$ cat src/rtl/decode_pkg.sv
// Shared opcode constants, instruction classes and decoded-record layout
// for the instruction-decode stage.
package decode_pkg;

  localparam int OP_W     = 6;
  localparam int REG_W    = 5;
  localparam int SFT_W    = 5;
  localparam int FUNC_W   = 6;
  localparam int IMM_W    = 16;
  localparam int ICLASS_W = 2;

  localparam logic [OP_W-1:0] OP_RTYPE = 6'h00;
  localparam logic [OP_W-1:0] OP_J     = 6'h02;
  localparam logic [OP_W-1:0] OP_JAL   = 6'h03;
  localparam logic [OP_W-1:0] OP_ADDI  = 6'h08;
  localparam logic [OP_W-1:0] OP_ADDIU = 6'h09;
  localparam logic [OP_W-1:0] OP_ANDI  = 6'h0C;
  localparam logic [OP_W-1:0] OP_ORI   = 6'h0D;
  localparam logic [OP_W-1:0] OP_XORI  = 6'h0E;
  localparam logic [OP_W-1:0] OP_LUI   = 6'h0F;

  // Opcodes with no meaning on this core; packed one per OP_W slice.
  localparam int N_ILLEGAL = 4;
  localparam logic [N_ILLEGAL*OP_W-1:0] ILLEGAL_OPS = {6'h3F, 6'h3E, 6'h3D, 6'h3C};

  typedef enum logic [ICLASS_W-1:0] {
    ICLASS_R   = 2'b00,
    ICLASS_I   = 2'b01,
    ICLASS_J   = 2'b10,
    ICLASS_ILL = 2'b11
  } iclass_e;

  typedef struct packed {
    logic [OP_W-1:0]   op;
    logic [REG_W-1:0]  rs;
    logic [REG_W-1:0]  rt;
    logic [REG_W-1:0]  rd;
    logic [SFT_W-1:0]  sftamt;
    logic [FUNC_W-1:0] func;
    logic [IMM_W-1:0]  immd16;
    iclass_e           iclass;
  } fields_t;

  function automatic logic is_illegal_op(input logic [OP_W-1:0] op);
    logic hit;
    hit = 1'b0;
    for (int i = 0; i < N_ILLEGAL; i++) begin
      if (ILLEGAL_OPS[i*OP_W +: OP_W] == op) hit = 1'b1;
    end
    return hit;
  endfunction

endpackage

$ cat src/rtl/decode_fields.sv
// Combinational decoder: instruction word and its pc into the decoded record,
// extended immediate and absolute jump target.
module decode_fields
  import decode_pkg::*;
#(
  parameter int DATA_W = 32,
  parameter int PC_W   = 32
) (
  input  logic [31:0]       ins,
  input  logic [PC_W-1:0]   pc_in,
  output fields_t           fields,
  output logic [DATA_W-1:0] imm_ext,
  output logic [PC_W-1:0]   jtarget
);

  localparam logic [PC_W-1:0] SEG_MASK = ~PC_W'(28'hFFF_FFFF);

  function automatic iclass_e classify(input logic [OP_W-1:0] op);
    if (op == OP_RTYPE)                 return ICLASS_R;
    if ((op == OP_J) || (op == OP_JAL)) return ICLASS_J;
    if (is_illegal_op(op))              return ICLASS_ILL;
    return ICLASS_I;
  endfunction

  function automatic logic [DATA_W-1:0] extend_imm(input logic [OP_W-1:0] op,
                                                   input logic [IMM_W-1:0] imm);
    logic signed [IMM_W-1:0] imm_s;
    logic [31:0]             lui_word;
    imm_s    = signed'(imm);
    lui_word = {imm, 16'h0000};
    case (op)
      OP_ANDI, OP_ORI, OP_XORI: return DATA_W'(imm);
      OP_LUI:                   return DATA_W'(lui_word);
      default:                  return DATA_W'(imm_s);
    endcase
  endfunction

  logic [PC_W-1:0] pc_plus4;

  always_comb begin
    fields.op     = ins[31:26];
    fields.rs     = ins[25:21];
    fields.rt     = ins[20:16];
    fields.rd     = ins[15:11];
    fields.sftamt = ins[10:6];
    fields.func   = ins[5:0];
    fields.immd16 = ins[15:0];
    fields.iclass = classify(ins[31:26]);
    imm_ext       = extend_imm(ins[31:26], ins[15:0]);
    // Segment bits come from pc+4, wrapping silently at the top of the space.
    pc_plus4      = pc_in + PC_W'(4);
    jtarget       = (pc_plus4 & SEG_MASK) | PC_W'({ins[25:0], 2'b00});
  end

endmodule

$ cat src/rtl/decode_stage.sv
// Instruction-decode stage: decodes at push time and buffers the decoded
// records in a DEPTH-entry FIFO with registered valid/ready handshakes.
module decode_stage
  import decode_pkg::*;
#(
  parameter int DATA_W = 32,
  parameter int PC_W   = 32,
  parameter int DEPTH  = 2
) (
  input  logic                   clk,
  input  logic                   reset,
  input  logic                   flush,
  input  logic                   in_valid,
  output logic                   in_ready,
  input  logic [31:0]            ins,
  input  logic [PC_W-1:0]        pc_in,
  output logic                   out_valid,
  input  logic                   out_ready,
  output logic [5:0]             op,
  output logic [5:0]             func,
  output logic [4:0]             sftamt,
  output logic [4:0]             rs,
  output logic [4:0]             rt,
  output logic [4:0]             rd,
  output logic [15:0]            immd16,
  output logic [DATA_W-1:0]      imm_ext,
  output logic [PC_W-1:0]        jtarget,
  output logic [1:0]             iclass,
  output logic [PC_W-1:0]        pc_out,
  output logic [$clog2(DEPTH):0] count
);

  localparam int PTR_W = $clog2(DEPTH);
  localparam int CNT_W = PTR_W + 1;

  fields_t           dec_fields;
  logic [DATA_W-1:0] dec_imm;
  logic [PC_W-1:0]   dec_jt;

  decode_fields #(
    .DATA_W(DATA_W),
    .PC_W  (PC_W)
  ) u_fields (
    .ins    (ins),
    .pc_in  (pc_in),
    .fields (dec_fields),
    .imm_ext(dec_imm),
    .jtarget(dec_jt)
  );

  fields_t           fields_mem_q [DEPTH];
  logic [DATA_W-1:0] imm_mem_q    [DEPTH];
  logic [PC_W-1:0]   jt_mem_q     [DEPTH];
  logic [PC_W-1:0]   pc_mem_q     [DEPTH];

  logic [PTR_W-1:0] wr_ptr_q, wr_ptr_d;
  logic [PTR_W-1:0] rd_ptr_q, rd_ptr_d;
  logic [CNT_W-1:0] count_q,  count_d;
  logic             push, pop;

  // Both handshakes depend only on registered occupancy.
  assign in_ready  = (count_q != CNT_W'(DEPTH));
  assign out_valid = (count_q != '0);
  assign push      = in_valid & in_ready & ~flush;
  assign pop       = out_valid & out_ready & ~flush;

  always_comb begin
    wr_ptr_d = wr_ptr_q;
    rd_ptr_d = rd_ptr_q;
    count_d  = count_q;
    if (flush) begin
      wr_ptr_d = '0;
      rd_ptr_d = '0;
      count_d  = '0;
    end else begin
      if (push) wr_ptr_d = wr_ptr_q + PTR_W'(1);
      if (pop)  rd_ptr_d = rd_ptr_q + PTR_W'(1);
      case ({push, pop})
        2'b10:   count_d = count_q + CNT_W'(1);
        2'b01:   count_d = count_q - CNT_W'(1);
        default: count_d = count_q;
      endcase
    end
  end

  always_ff @(posedge clk) begin
    if (reset) begin
      wr_ptr_q <= '0;
      rd_ptr_q <= '0;
      count_q  <= '0;
    end else begin
      wr_ptr_q <= wr_ptr_d;
      rd_ptr_q <= rd_ptr_d;
      count_q  <= count_d;
    end
  end

  // Storage is never cleared; contents are meaningless while out_valid is low.
  always_ff @(posedge clk) begin
    if (push) begin
      fields_mem_q[wr_ptr_q] <= dec_fields;
      imm_mem_q[wr_ptr_q]    <= dec_imm;
      jt_mem_q[wr_ptr_q]     <= dec_jt;
      pc_mem_q[wr_ptr_q]     <= pc_in;
    end
  end

  fields_t head;

  assign head    = fields_mem_q[rd_ptr_q];
  assign op      = head.op;
  assign func    = head.func;
  assign sftamt  = head.sftamt;
  assign rs      = head.rs;
  assign rt      = head.rt;
  assign rd      = head.rd;
  assign immd16  = head.immd16;
  assign iclass  = head.iclass;
  assign imm_ext = imm_mem_q[rd_ptr_q];
  assign jtarget = jt_mem_q[rd_ptr_q];
  assign pc_out  = pc_mem_q[rd_ptr_q];
  assign count   = count_q;

endmodule

$ cat config.mk
export PLATFORM = sky130hd
export DESIGN_NAME = decode_stage
export DESIGN_NICKNAME = d
export VERILOG_FILES = /design/src/rtl/decode_pkg.sv /design/src/rtl/decode_fields.sv /design/src/rtl/decode_stage.sv
export SDC_FILE = /design/constraint.sdc
export NUM_CORES = 1
export LEC_CHECK = 0
export ABC_AREA = 1
export BUFFER_PORTS_ARGS = -buffer_cell sky130_fd_sc_hd__buf_4
export CORE_ASPECT_RATIO = 0.8
export CORE_MARGIN = 8
export CORE_UTILIZATION = 48
export CTS_BUF_LIST = sky130_fd_sc_hd__clkbuf_16
export DETAILED_ROUTE_END_ITERATION = 10
export PLACE_DENSITY = 0.76
export SYNTH_ARGS = -nofsm -noshare
export SYNTH_HDL_FRONTEND = slang
export SYNTH_SLANG_ARGS = --single-unit
$ cat constraint.sdc
create_clock -name clk -period 5.9 [get_ports clk]
set_clock_uncertainty 0.15 [all_clocks]
set_input_delay 0.885 -clock clk [delete_from_list [all_inputs] [get_ports clk]]
set_output_delay 0.885 -clock clk [all_outputs]
set_load 0.03 [all_outputs]
## After elaboration in Yosys (flattened, before gate mapping)

Memory sizes are Yosys's and may differ from the RTL's. A register that Yosys moved wholly into a read port is not among the register bits.
Index checks and enable logic that the tools add are counted.

- Flip-flop bits (word level): 4
- Input port bits: 69
- Memories: 4
- RAM bits: 292

Memories:

| memory | depth | bits a word | rd ports | clocked after Yosys merged registers in | wr ports | RTL line | RTL |
|---|---|---|---|---|---|---|---|
| fields_mem_q | 2 | 50 | 1 | 1 | 1 | decode_stage.sv:51 | `fields_t fields_mem_q [DEPTH];` |
| imm_mem_q | 2 | 32 | 1 | 1 | 1 | decode_stage.sv:52 | `logic [DATA_W-1:0] imm_mem_q [DEPTH];` |
| jt_mem_q | 2 | 32 | 1 | 1 | 1 | decode_stage.sv:53 | `logic [PC_W-1:0] jt_mem_q [DEPTH];` |
| pc_mem_q | 2 | 32 | 1 | 1 | 1 | decode_stage.sv:54 | `logic [PC_W-1:0] pc_mem_q [DEPTH];` |

- Add/subtract/negate cells: 5
- Reductions and logical operators: 6
- Muxes and demuxes: 30
- Eq/ne operators: 13
- Bitwise gates (word level): 6

Operators by type and width:

| operator | number |
|---|---|
| 32-bit case mux with 2 select lines | 1 |
| 32-bit by 3-bit adder with 32-bit output (second input constant) | 1 |
| 32-bit by 28-bit bitwise OR with 32-bit output | 1 |
| 6-bit by 4-bit == test with 1-bit output (second input constant) | 4 |
| 6-bit == test (first input constant) | 4 |
| 1-bit two-way mux | 22 |
| 6-bit by 2-bit == test with 1-bit output (second input constant) | 2 |
| 2-bit two-way mux | 6 |
| 6-bit logical NOT | 1 |
| 1-bit AND | 4 |
| 2-bit case mux with 2 select lines | 1 |
| 2-bit nonzero test | 2 |
| 3-bit OR reduction | 1 |
| 1-bit adder (second input constant) | 2 |
| 2-bit by 1-bit adder with 2-bit output (second input constant) | 1 |
| 2-bit by 1-bit == test with 1-bit output (second input constant) | 1 |
| 2-bit == test (second input constant) | 1 |
| 2-bit != test (second input constant) | 1 |
| 2-bit OR reduction | 1 |
| 2-bit by 1-bit subtractor with 2-bit output (second input constant) | 1 |
| 1-bit logical OR | 1 |
| 1-bit NOT | 1 |

## Logic depth before layout (Yosys ltp)

- Word-level depth: 13
- Gate-level depth with buffers: 10

## Hierarchy

From an unflattened synthesis, not the netlist that was laid out.

- Cell total of the unflattened synthesis: 700
- Area, all modules: 12,062.8 sq um

Modules (own cells, without submodules):

| module | times used | cells an instance | area each (sq um) |
|---|---|---|---|
| decode_stage | 1 | 493 | 10,870.4 |
| decode_fields | 1 | 207 | 1,192.4 |

## Worst setup path after synthesis

OpenSTA, ideal clock, no wires.

- Kind: reg2reg
- Start point: register count_q[0], in the netlist count[0]
- End point: memory fields_mem_q[0][0] (netlist name) (enable)
- Period minus slack after synthesis: 6.106 ns
- Slack: -0.206 ns
- Stages on the path, launching flop included: 5
- Library setup time: 0.564 ns
- Data arrival time: 5.392 ns
- Cells stage by stage: dfxtp_1 inv_1 nand2_1 nand3b_1 nor2_1

- Cells in the longest elaborated chain, start to end: 5

Ends and longest elaborated chain:

| element | RTL line | RTL |
|---|---|---|
| start: declaration | decode_stage.sv:58 | `logic [CNT_W-1:0] count_q, count_d;` |
| start signal: assignment | decode_stage.sv:94 | `count_q <= count_d;` |
| 2-bit != test | decode_stage.sv:62 | `assign in_ready = (count_q != CNT_W'(DEPTH));` |
| net in_ready | decode_stage.sv:14 | `output logic in_ready,` |
| 1-bit AND (2 in series) | decode_stage.sv:64 | `assign push = in_valid & in_ready & ~flush;` |
| 1-bit two-way mux | decode_stage.sv:100 | `if (push) begin` |
| 1-bit two-way mux (implied by the code) | decode_stage.sv:101 | `fields_mem_q[wr_ptr_q] <= dec_fields;` |
| end: declaration | decode_stage.sv:51 |  |

The timed path passes the listed nets, and every way through them passes these cells.

==> results.yml <==
worst_setup_path:
  crit_type: "reg -> out"
  crit_arrival_ns: 2.62
  critPathMaxStageDelay_ns: 0.99
  cp_top_family: "flip-flops"
  crit_required_ns: 4.87
  cp_slowest_cell: "dfxtp_4"
  end_kind: "primary output"
  worstPathCellList: "buf_4, mux2_1, buf_4"
  cp_common_cell: "buf_4"
  crit_path_start_kind: "flop"
  worstPathMaxFanout: 71
  crit_buf_inv: 2
clock_tree:
  cts-buffers-inserted: 21
  cts_max_level: 1
  cts_setup_buffers: 0
  cts_buffer_depth: 3
  clock_latency_ns: 0.47
  cts_hold_buffers: 0
  tritoncts: "yes"
  root_buffer: "clkbuf_16"
  clkSinkCount: 209
  cts.clk_slew.worst_paths_ns: 0.06
  post_cts_resized: 0
synth:
  avgSynthCellArea_um2: 16.1
  synth_edf_count: 204
  synth-adder-area-share: 0.00146
  synth_simple_gate_area_share: 0.0537
  synth_top_flop_cell: "edfxtp_1"
  synth_most_common_cell: "edfxtp_1"
  yosysTopAreaCell: "edfxtp_1"
  muxShareOfSynthArea: 0.134
  synth-seq-area-share: 0.728
  postSynthCellCount: 531
  yosys-top-cells-area: "edfxtp_1, mux2_1, buf_4, mux2_2, nand2_1"
  synth-seq-cells: 209
  syn_area_mm2: 0.00855
  yosysTopAreaCellShare: 0.716
  synthXorXnorAreaFrac: 0
  synth_commonest_cells: "edfxtp_1, mux2_1, buf_4, nand2_1, nor2_1"
  synth_top_family_by_area: "multiplexers"
  ys_warn_count: 0
  synth_cell_types: 25
  synthArstFlopShare: 0
  synth-compound-area-share: 0.0187
sta:
  period_needed_ns: 3.66
  relSlewSlack: 0.348
  setup_viol_count_final: 0
  finalHoldViolCount: 0
  finalSetupTns_ns: 0
  min_period_over_period: 0.620
  max_freq_mhz: 273
  slew_viol_final: 0
  max_slew.worst_pin.slew_ns: 0.979
  rsz0062_at_grt: "no"
status:
  outcome: "complete, no violations"
floorplanning:
  dieArea_mm2: 0.0224
  die_y_um: 135
  io_pins: 219
  core_area_mm2: 0.0174
  start_util: 0.492
  fp.dieW_um: 165
  rows: 43
placement:
  dp.cells: 920
  dp_hpwl_mm: 12.5
  port_buffers: 216
  gp_congestion: 0.782
drt:
  drt_first_pass_iters: 4
  dr_total_vias: 4804
  wl_per_cell_um: 18.7
  ant_nets: 0
  wl_mm: 17.9
  drcViolationCount: 0
  via_per_inst: 5.03
  dr.first_iter.drc_count: 257
global_route:
  overflow: 0
  grt_pass1_wl_mm: 27.2
  grt_max_degree: 72
  grtUsageTotal: 0.152
  grt_pass1_vias: 5193
  antenna_found_initial: 0
power_and_ir_drop:
  power_mw: 3.36
  powerDensity_mw_per_mm2: 311
  vdd_drop_max_uv: 275
  p_leak_nw: 4.10
flow_run:
  maxCapViolCount: 0
finish:
  diodes: 0
  drive_gt1_frac: 0.398
  nNetsFinal: 788
  syn2layout_area_growth_pct: 26.2
  finalNonFillerCells: 956
worst_hold_path:
  min_path_type: "reg -> reg"
metal layers:
| metal | up-vias | global-route usage | wire, µm |
|---|---|---|---|
| met5 | - | 0 | 0 |
| met4 | 0 | 0.0325 | 252 |
| met2 | 176 | 0.261 | 8720 |
| met1 | 2352 | 0.190 | 7390 |
| met3 | 19 | 0.0422 | 1500 |
| li1 | 2257 | - | - |
where the power goes:
part	internal, mW	switching (mW)
registers	1.68	0.0115
clock network	0.823	0.524
logic	0.120	0.204
total	2.62	0.739
state kept, by name, indices dropped and copies added, names as in the netlist, named ones only:
register,cells
rd_ptr_q,1
jt_mem_q,8
imm_mem_q,64
pc_mem_q,64
fields_mem_q,68
wr_ptr_q,1
count,2
tightest hold or removal path, delay by kind of cell, from the launching register on:
kind | cells | cell delay (ns)
buffers and inverters | 1 | 0.07
AOI/OAI and AO/OA | 1 | 0.06
DFF | 1 | 0.30
cells in the final DEF, fill, tap and decap left out, types with 3 or more instances in the layout:
cell type   instances
bufinv_16           4
clkinv_1            5
clkinvlp_4          4
edfxtp_1          204
dfxtp_1             4
nand3_1             4
o21ai_2            10
mux2_2             22
buf_4             221
o21ai_0             4
inv_1              28
clkbuf_16          21
mux2_1             80
o21ai_1             5
nor2_4              3
a21oi_1             4
nor2_1             43
nand2_1            50
cell type report:
cell class              count  area (µm²)
fillers                  1233        6590
clock buffers              21         526
repair buffers            221        1660
flip-flops and latches    209        6230
clock inverters            15         179
inverters                  29         111
well taps                 225         282
multi-input cells         236        1800
per-stage QoR:
| step | utilization | hold slack (ns) | instance area, µm² | worst slack, ns |
|---|---|---|---|---|
| after floorplan | - | 0.297 | 8550 | -0.206 |
| after global placement | 0.580 | 0.297 | 10100 | 2.75 |
| after detailed placement | 0.580 | 0.317 | 10100 | 2.69 |
| after CTS | 0.621 | 0.332 | 10800 | 2.17 |
| after global routing | 0.621 | 0.362 | 10800 | 2.05 |
| final | 0.621 | 0.332 | 10800 | 2.24 |
worst paths after layout:
path | start | to | slack [ns] | cells after the start
hold reg to reg | rd_ptr_q | rd_ptr_q | 0.33 | 2
setup / recovery | flop | rd[2] | 2.24 | 3
hold / removal | rd_ptr_q | rd_ptr_q | 0.33 | 2
setup reg to reg | count[0] | imm_mem_q[0][11] | 3.62 | 5
kinds of logic after synthesis:
| kind of cell | count (synthesis) |
|---|---|
| other | 1 |
| adders and majority gates | 1 |
| buffers and inverters | 87 |
| DFF | 209 |
| muxes | 102 |
| and+or+nand+nor | 107 |
| AOI/OAI and AO/OA | 24 |
(Power assumes the default switching activity.)
